File: config.mk
export PLATFORM = sky130hd
export DESIGN_NAME = acc_stream_arbiter
export DESIGN_NICKNAME = d
export VERILOG_FILES = /design/src/rtl/acc_stream_arbiter.sv
export SDC_FILE = /design/constraint.sdc
export NUM_CORES = 1
export LEC_CHECK = 0
export ABC_AREA = 1
export ABC_CLOCK_PERIOD_IN_PS = 4750
export CAP_MARGIN = 10
export CORE_AREA = 2 2 456 458
export CTS_CLUSTER_DIAMETER = 80
export DETAILED_ROUTE_END_ITERATION = 12
export DIE_AREA = 0 0 458 460
export PLACE_DENSITY = 0.38
export SYNTH_ARGS = -nofsm -noshare
export SYNTH_HDL_FRONTEND = slang
export SYNTH_SLANG_ARGS = --single-unit
File: constraint.sdc
create_clock -name aclk -period 4.75 [get_ports aclk]
set_clock_uncertainty 0.15 [all_clocks]
set_input_delay 1.1875 -clock aclk [delete_from_list [all_inputs] [get_ports aclk]]
set_output_delay 1.1875 -clock aclk [all_outputs]
set_load 0.02 [all_outputs]
File: src/rtl/acc_stream_arbiter.sv
// Packet-aware round-robin merge of NUM_PORTS AXI-Stream masters into one registered output stream.
// Optional stall watchdog is compiled in when ACC_STREAM_ARBITER_WDOG_EN is defined.
// Handshake: a beat moves on every rising edge where tvalid && tready are both high; valid never waits on ready.
module acc_stream_arbiter #(
    parameter int NUM_PORTS   = 16,
    parameter int DATA_WIDTH  = 64,
    parameter int ID_WIDTH    = $clog2(NUM_PORTS),
    parameter int WDOG_CYCLES = 1024
) (
    input  logic                            aclk,
    input  logic                            ps_rst,
    input  logic [NUM_PORTS-1:0]            s_tvalid,
    output logic [NUM_PORTS-1:0]            s_tready,
    input  logic [NUM_PORTS*DATA_WIDTH-1:0] s_tdata,
    input  logic [NUM_PORTS-1:0]            s_tlast,
    output logic                            m_tvalid,
    input  logic                            m_tready,
    output logic [ID_WIDTH-1:0]             m_tid,
    output logic [DATA_WIDTH-1:0]           m_tdata,
    output logic                            m_tlast,
    output logic                            wdog_err,
    output logic [ID_WIDTH-1:0]             wdog_id,
    output logic                            o_dbg_busy,
    output logic [ID_WIDTH-1:0]             o_dbg_rr_ptr
);

    typedef enum logic {ST_IDLE = 1'b0, ST_BUSY = 1'b1} state_t;

    localparam logic [ID_WIDTH-1:0] LP_LAST_PORT = ID_WIDTH'(NUM_PORTS - 1);
    localparam logic [ID_WIDTH:0]   LP_NP        = (ID_WIDTH + 1)'(NUM_PORTS);

    state_t                  r_state, w_state_nxt;
    logic [ID_WIDTH-1:0]     r_grant, w_grant_nxt;
    logic [ID_WIDTH-1:0]     r_rr_ptr, w_rr_ptr_nxt;
    logic [ID_WIDTH-1:0]     w_sel_idx;
    logic                    w_sel_found;
    logic                    w_g_valid, w_g_last;
    logic [DATA_WIDTH-1:0]   w_g_data;
    logic                    w_out_free, w_accept, w_wdog_trip;
    logic                    r_m_tvalid, r_m_tlast;
    logic [DATA_WIDTH-1:0]   r_m_tdata;
    logic [ID_WIDTH-1:0]     r_m_tid;

    // Explicit wrap so non-power-of-two port counts never produce an out-of-range index.
    function automatic logic [ID_WIDTH-1:0] ptr_inc(input logic [ID_WIDTH-1:0] p);
        return (p == LP_LAST_PORT) ? '0 : p + 1'b1;
    endfunction

    // Descending scan so the candidate closest to rr_ptr is written last and wins.
    always_comb begin : rr_search
        logic [ID_WIDTH:0] w_sum;
        w_sel_found = 1'b0;
        w_sel_idx   = '0;
        w_sum       = '0;
        for (int k = NUM_PORTS - 1; k >= 0; k--) begin
            w_sum = {1'b0, r_rr_ptr} + (ID_WIDTH + 1)'(k);
            if (w_sum >= LP_NP) w_sum = w_sum - LP_NP;
            if (s_tvalid[w_sum[ID_WIDTH-1:0]]) begin
                w_sel_found = 1'b1;
                w_sel_idx   = w_sum[ID_WIDTH-1:0];
            end
        end
    end

    always_comb begin : grant_mux
        w_g_valid = 1'b0;
        w_g_last  = 1'b0;
        w_g_data  = '0;
        for (int p = 0; p < NUM_PORTS; p++) begin
            if (r_grant == ID_WIDTH'(p)) begin
                w_g_valid = s_tvalid[p];
                w_g_last  = s_tlast[p];
                w_g_data  = s_tdata[p*DATA_WIDTH +: DATA_WIDTH];
            end
        end
    end

    assign w_out_free = !r_m_tvalid || m_tready;
    assign w_accept   = (r_state == ST_BUSY) && w_g_valid && w_out_free;

    always_comb begin : ready_gen
        s_tready = '0;
        if (r_state == ST_BUSY && w_out_free) s_tready[r_grant] = 1'b1;
    end

    always_comb begin : fsm_next
        w_state_nxt  = r_state;
        w_grant_nxt  = r_grant;
        w_rr_ptr_nxt = r_rr_ptr;
        case (r_state)
            ST_IDLE: begin
                if (w_sel_found) begin
                    w_state_nxt = ST_BUSY;
                    w_grant_nxt = w_sel_idx;
                end
            end
            ST_BUSY: begin
                if ((w_accept && w_g_last) || w_wdog_trip) begin
                    w_state_nxt  = ST_IDLE;
                    w_rr_ptr_nxt = ptr_inc(r_grant);
                end
            end
            default: w_state_nxt = ST_IDLE;
        endcase
    end

    always_ff @(posedge aclk) begin
        if (ps_rst) begin
            r_state  <= ST_IDLE;
            r_grant  <= '0;
            r_rr_ptr <= '0;
        end else begin
            r_state  <= w_state_nxt;
            r_grant  <= w_grant_nxt;
            r_rr_ptr <= w_rr_ptr_nxt;
        end
    end

    // Output register: a new load wins over a drain, keeping one beat per cycle inside a packet.
    always_ff @(posedge aclk) begin
        if (ps_rst) begin
            r_m_tvalid <= 1'b0;
            r_m_tdata  <= '0;
            r_m_tid    <= '0;
            r_m_tlast  <= 1'b0;
        end else if (w_accept) begin
            r_m_tvalid <= 1'b1;
            r_m_tdata  <= w_g_data;
            r_m_tid    <= r_grant;
            r_m_tlast  <= w_g_last;
        end else if (m_tready) begin
            r_m_tvalid <= 1'b0;
        end
    end

`ifdef ACC_STREAM_ARBITER_WDOG_EN
    localparam int LP_CNT_W = $clog2(WDOG_CYCLES + 1);

    logic [LP_CNT_W-1:0] r_wdog_cnt;
    logic                r_wdog_err;
    logic [ID_WIDTH-1:0] r_wdog_id;

    // Trips on the WDOG_CYCLES-th consecutive stall cycle of the granted port.
    assign w_wdog_trip = (r_state == ST_BUSY) && !w_g_valid &&
                         (r_wdog_cnt == LP_CNT_W'(WDOG_CYCLES - 1));

    always_ff @(posedge aclk) begin
        if (ps_rst) begin
            r_wdog_cnt <= '0;
            r_wdog_err <= 1'b0;
            r_wdog_id  <= '0;
        end else begin
            if (r_state != ST_BUSY || w_accept || w_wdog_trip) r_wdog_cnt <= '0;
            else if (!w_g_valid)                               r_wdog_cnt <= r_wdog_cnt + 1'b1;
            if (w_wdog_trip) begin
                r_wdog_err <= 1'b1;
                r_wdog_id  <= r_grant;
            end
        end
    end

    assign wdog_err = r_wdog_err;
    assign wdog_id  = r_wdog_id;
`else
    assign w_wdog_trip = 1'b0;
    assign wdog_err    = 1'b0;
    assign wdog_id     = '0;
`endif

    assign m_tvalid     = r_m_tvalid;
    assign m_tdata      = r_m_tdata;
    assign m_tid        = r_m_tid;
    assign m_tlast      = r_m_tlast;
    assign o_dbg_busy   = (r_state == ST_BUSY);
    assign o_dbg_rr_ptr = r_rr_ptr;

endmodule

==> results of run 1 <==
[cell usage after synthesis]
| master | instances |
|---|---|
| nand2_1 | 1271 |
| nor2_1 | 489 |
| nand3_1 | 286 |
| nand4_1 | 185 |
| a21oi_1 | 176 |
| or2_2 | 138 |
| clkbuf_1 | 134 |
| dfxtp_1 | 79 |
| inv_1 | 64 |
| o21ai_0 | 54 |
| buf_1 | 39 |
| buf_2 | 39 |
| o21ai_1 | 17 |
| buf_4 | 13 |
| ha_1 | 11 |
| inv_2 | 7 |
| xor2_1 | 6 |
| nor3_1 | 5 |
| buf_6 | 3 |
| nor2_2 | 3 |
| o211ai_1 | 3 |
| o22ai_1 | 3 |
| clkinv_1 | 2 |
| nor4_1 | 2 |
| o21bai_1 | 2 |
| and2_0 | 1 |
| conb_1 | 1 |
| nand3_4 | 1 |
| nor2_4 | 1 |
| o21a_1 | 1 |
| or2_0 | 1 |
| or2_1 | 1 |
[report_power, final]
group          internal (W)  switching (W)
clock network      0.000360       0.000440
logic               0.00676         0.0120
registers          0.000948       0.000214
[stage by stage]
step	worst slack [ns]	std cells	cell area (um2)	total power, W
after CTS	0.288	6955	31700	0.0213
after global placement	0.145	6939	31400	0.0205
after floorplan	1.47	3042	14500	0.00781
after global routing	0.129	6961	31700	0.0223
final	0.339	6972	31700	0.0207
after detailed placement	0.154	6939	31400	0.0203
[registers in the layout (all words and copies together) (netlist names)]
signal and count:
m_tvalid 1, r_grant 4, m_tdata 64, m_tid 4, o_dbg_busy 1, o_dbg_rr_ptr 4, m_tlast 1
[area by class of cell]
class / instances / area [um2] / area share
sequential: 79 / 1580 / 0.0499
antenna: 17 / 42.5 / 0.00134
multi-input combinational: 2662 / 11800 / 0.371
tap: 2704 / 3380 / 0.107
inverter: 73 / 302 / 0.00951
clock inverter: 6 / 45.0 / 0.00142
clock buffer: 10 / 229 / 0.00722
timing repair buffer: 1421 / 14400 / 0.453
[worst min-delay path, cell delays in order, from the launching register on]
cell     delay, ns
dfxtp_1       0.32
nand2_1       0.06
a21oi_1       0.05
[path summary, 6_finish.rpt]
| kind | from | endpoint | slack (ns) | cells after the start |
|---|---|---|---|---|
| hold / removal | m_tdata[31]$_SDFFE_PP0P_ | m_tdata[31]$_SDFFE_PP0P_ | 0.32 | 2 |
| setup / recovery | r_grant[2]$_SDFFE_PP0P_ | s_tready[13] | 0.34 | 7 |
| setup reg to reg | r_grant[0]$_SDFFE_PP0P_ | m_tdata[47]$_SDFFE_PP0P_ | 0.39 | 21 |
| hold reg to reg | m_tdata[31]$_SDFFE_PP0P_ | m_tdata[31]$_SDFFE_PP0P_ | 0.32 | 2 |
[routing by layer]
| layer | vias up | wire length [um] | GRT usage |
|---|---|---|---|
| li1 | 12200 | - | - |
| met4 | 48 | 4260 | 0.0391 |
| met3 | 211 | 15200 | 0.0426 |
| met2 | 1322 | 101000 | 0.332 |
| met1 | 12700 | 93900 | 0.251 |
| met5 | - | 327 | 0 |
[placed cells by master, fill, tap and decap left out, types with 6 or more instances in the layout]
| cell type | n |
|---|---|
| nor2_1 | 482 |
| clkdlybuf4s50_1 | 1142 |
| nand2_1 | 1269 |
| or2_2 | 138 |
| buf_12 | 67 |
| nand3_1 | 285 |
| o21ai_1 | 17 |
| inv_1 | 58 |
| o21ai_0 | 54 |
| clkinv_2 | 6 |
| buf_4 | 212 |
| nand4_1 | 185 |
| clkbuf_16 | 9 |
| dfxtp_1 | 79 |
| xor2_1 | 6 |
| ha_1 | 11 |
| nor2_4 | 10 |
| a21oi_1 | 176 |
| diode_2 | 17 |
[cell families after synthesis]
logic type / synth area share
buffers and inverters: 0.0863
xor gates and xnor gates: 0.00363
and+or+nand+nor: 0.701
adders and majority gates: 0.00950
AOI/OAI and AO/OA: 0.0897
other: 0.000259
DFF: 0.109
==> impl_metrics.ini, run 1 <==
[timing]
post-route-period-util = 0.929
setup_viol = 0
whs_ns = 0.319
rsz0062_at_grt = false
min_period_ns = 4.41
hold_violations = 0
tightestPinTransition_ns = 0.978
max_freq_ghz = 0.227
tns_ns = 0
relSlewSlack = 0.348
slew_viol_final = 0

[worst_setup_path]
crit_path_top_delay_cell = clkdlybuf4s50_1
cp_max_fo = 17
cp.arrival_ns = 3.07
path_buf_inv = 4
startpoint_type = register
worstSetupEndpointType = output port
slowest_delay_ns = 0.62
criticalPathCategory = reg -> out
path_delay_family = buffers and inverters
crit_chain = buf_4, nand2_1, nor2_1, buf_4, inv_6, nor2_1, clkdlybuf4s50_1
required_ns = 3.41

[die]
core_um2 = 206000
die_w_um = 458
rows = 167
io_pins = 1155
die_y_um = 460
initial_core_util = 0.0703
die_area_um2 = 211000

[min_path]
worstHoldPathType = reg -> reg

[routing]
wirelength_um = 215000
drtIter0Drc = 2024
drtAntennaViolNets = 0
dr.pass1.iters = 5
viasPerCell = 3.80
dr_total_vias = 26500
drc = 0
post_drt_wl_per_cell_um = 30.8

[cts]
clk_latency_ns = 0.42
cts_made_buffers = 9
ctsHoldBuffers = 0
path_clk_slew_ns = 0.09
h-tree-depth = 3
cts_tree = built
cts_sinks = 79
cts-resized-gates = 0
clockRootBuffer = clkbuf_16
post_cts.repair.setup_buffers = 0
cts_buffer_depth = 2

[final_layout]
fill_cells = 24200
post-route-util = 0.154
areaGrowthSynthToFinish_pct = 119
fin_nets = 5316
drive_gt1_frac = 0.109

[global_route]
grt_usage = 0.195
grt_overflow = 0
grt_pass1_wl_um = 271000
grt_max_degree = 124
grt_pass1_vias = 26600
antenna_found_initial = 114

[power_and_ir_drop]
ir_worst_vdd_uv = 340
p_per_area_nw_per_um2 = 652
leakage_nw = 12.7

[logic_synthesis]
synth.distinct_cells = 32
synth_top_cells_by_area = nand2_1 (33%), nor2_1 (13%), dfxtp_1 (11%)
ys_seq_elements = 79
avgSynthCellArea_um2 = 4.77
yosys.area.top_type = nand2_1
yosysWarnings = 0
syn_area_um2 = 14500
synth_top_area_frac = 0.329
syn_inst = 3038
seq_area_frac_synth = 0.109

[place]
io_buffers = 1149
gp_congestion = 0.897
dp_hpwl_um = 186000

[status]
run_status = finished clean

[run]
maxCapViolCount = 0
Note: power is estimated with default switching activity, not from simulation.
==> run 2: changes to the inputs <==
ABC_AREA = default   (was 1)
CORE_AREA = 2 2 453 455   (was 2 2 456 458)
DIE_AREA = 0 0 455 457   (was 0 0 458 460)
PLACE_DENSITY = 0.37   (was 0.38)
==> impl_metrics.ini, run 2 <==
[logic_synthesis]
synth_top_area_frac = 0.128
synth-main-ff-cell = dfxtp_1
yosysMostFrequentCell = nor2_1
yosys-top-cells-count = nor2_1 (240), nand2_1 (188), clkbuf_1 (162), o21ai_0 (156), a21oi_1 (150)
synth.distinct_cells = 74
syn_inst = 1860
syn_area_um2 = 12400
async_flop_share = 0
yosysWarnings = 0
synth_edf_count = 0
ys_seq_elements = 79
avgSynthCellArea_um2 = 6.64
seq_area_frac_synth = 0.128
synth_top_cells_by_area = dfxtp_1 (13%), nor2_1 (7.3%), o22ai_1 (6.6%)
yosys.area.top_type = dfxtp_1

[worst_setup_path]
startpoint_type = register
criticalPathCategory = reg -> out
r2r_start = r_grant[0]$_SDFFE_PP0P_
cp_max_fo = 25
reg2reg_slack_ns = 0.49
r2r_end = m_tdata[27]$_SDFFE_PP0P_
ff2ff_path_depth = 12
required_ns = 3.41
crit_path_start = r_grant[0]$_SDFFE_PP0P_
worstSetupEndpointType = output port
cp.arrival_ns = 3.07

[place]
dp_hpwl_um = 168000
io_buffers = 1149
gp_congestion = 0.934

[routing]
drc = 0
viasPerCell = 3.89
dr.pass1.iters = 9
drtAntennaViolNets = 0
dr_total_vias = 22300
drtIter0Drc = 2056
post_drt_wl_per_cell_um = 33.9
wirelength_um = 194000

[die]
die_w_um = 455
initial_core_util = 0.0607
die_area_um2 = 208000
rows = 166
io_pins = 1155
core_um2 = 203000
die_y_um = 457

[cts]
cts-resized-gates = 0
clk_latency_ns = 0.46
cts_made_buffers = 9
cts_tree = built
path_clk_slew_ns = 0.09
cts_buffer_depth = 2
post_cts.repair.setup_buffers = 0
ctsHoldBuffers = 0
h-tree-depth = 3
cts_sinks = 79
clockRootBuffer = clkbuf_16

[timing]
relSlewSlack = 0.202
setup_viol = 0
hold_violations = 0
post-route-period-util = 0.929
tightestPinTransition_ns = 1.20
min_period_ns = 4.41
rsz0062_at_grt = false
tns_ns = 0
slew_viol_final = 0
max_freq_ghz = 0.227

[min_path]
min_path_cells = 2
worstHoldPathType = reg -> reg
worstHoldStart = m_tid[0]$_SDFFE_PP0P_
worstHoldEndpoint = m_tid[0]$_SDFFE_PP0P_

[run]
maxCapViolCount = 0

[global_route]
grt_usage = 0.177
grt_pass1_wl_um = 237000
antenna_found_initial = 154
grt_pass1_vias = 21500
grt_max_degree = 96
grt_overflow = 0

[power_and_ir_drop]
leakage_nw = 9.36
p_per_area_nw_per_um2 = 484
ir_worst_vdd_uv = 265
p_total_w = 0.0139

[final_layout]
areaGrowthSynthToFinish_pct = 133
fin_nets = 4075
drive_gt1_frac = 0.102
layout_common_cells = clkdlybuf4s50_1 (1,136), nor2_1 (234), nand2_1 (183), buf_4 (172), o21ai_0 (155)
final_common_cell = clkdlybuf4s50_1
largest_register_ff_count = 64

[status]
run_status = finished clean
run 2: critical path, stage by stage, from the launching register on:
cell and delay, ns:
dfxtp_1 0.55, ha_4 0.55, and3_4 0.41, and3_1 0.40, clkdlybuf4s50_1 0.69
run 2: kinds of logic (layout without fill, tap and decap cells):
family	after synthesis	count (layout)	synth area share
buffers and inverters	233	1379	0.0773
other	1	31	0.000304
AO/OA/AOI/OAI	827	827	0.466
XOR/XNOR	15	15	0.0106
AND/OR/NAND/NOR	617	617	0.219
adder cells (fa/ha/maj)	11	11	0.0111
flip-flops	79	79	0.128
multiplexers	77	77	0.0878
run 2: through the flow:
stage	setup WS, ns	hold WS [ns]	std cells	area, um2	util
floorplan	0.748	0.327	1864	12400	-
global route	0.221	0.365	5707	28800	0.141
detailed placement	0.299	0.321	5681	28400	0.140
CTS	0.254	0.337	5697	28700	0.141
finish	0.339	0.337	5724	28800	0.142
global placement	0.311	0.318	5681	28400	0.140
run 2: where the power goes:
| part | internal (W) | leakage (nW) | switching [W] |
|---|---|---|---|
| combinational | 0.00461 | 8.56 | 0.00717 |
| clock | 0.000476 | 0.156 | 0.000475 |
| sequential | 0.000970 | 0.648 | 0.000226 |
| total | 0.00606 | 9.36 | 0.00787 |
run 2: final cells by class:
cell class | count | area [um2]
diodes | 26 | 65.1
clock buffers | 11 | 243
clock inverters | 5 | 81.3
fillers | 23400 | 175000
inverters | 18 | 68.8
multi-input cells | 1552 | 10000
flip-flops and latches | 79 | 1580
well taps | 2688 | 3360
repair buffers | 1345 | 13400
run 2: layer usage:
| metal | up-vias | share of wire | GRT usage |
|---|---|---|---|
| met4 | 58 | 0.021 | 0.0320 |
| li1 | 9717 | - | - |
| met1 | 11000 | 0.39 | 0.204 |
| met2 | 1238 | 0.50 | 0.319 |
| met5 | - | 0.0018 | 0 |
| met3 | 291 | 0.082 | 0.0557 |
run 2: worst max-delay path by stage:
stage | endpoint | slack, ns | cells after the start
final | s_tready[15] | 0.34 | 4
after global routing | m_tdata[27]$_SDFFE_PP0P_ | 0.22 | 12
after CTS | s_tready[15] | 0.25 | 4
after detailed placement | m_tdata[34]$_SDFFE_PP0P_ | 0.30 | 11
after global placement | r_grant[3]$_SDFFE_PP0P_ | 0.31 | 12
after floorplan | r_grant[2]$_SDFFE_PP0P_ | 0.75 | 15
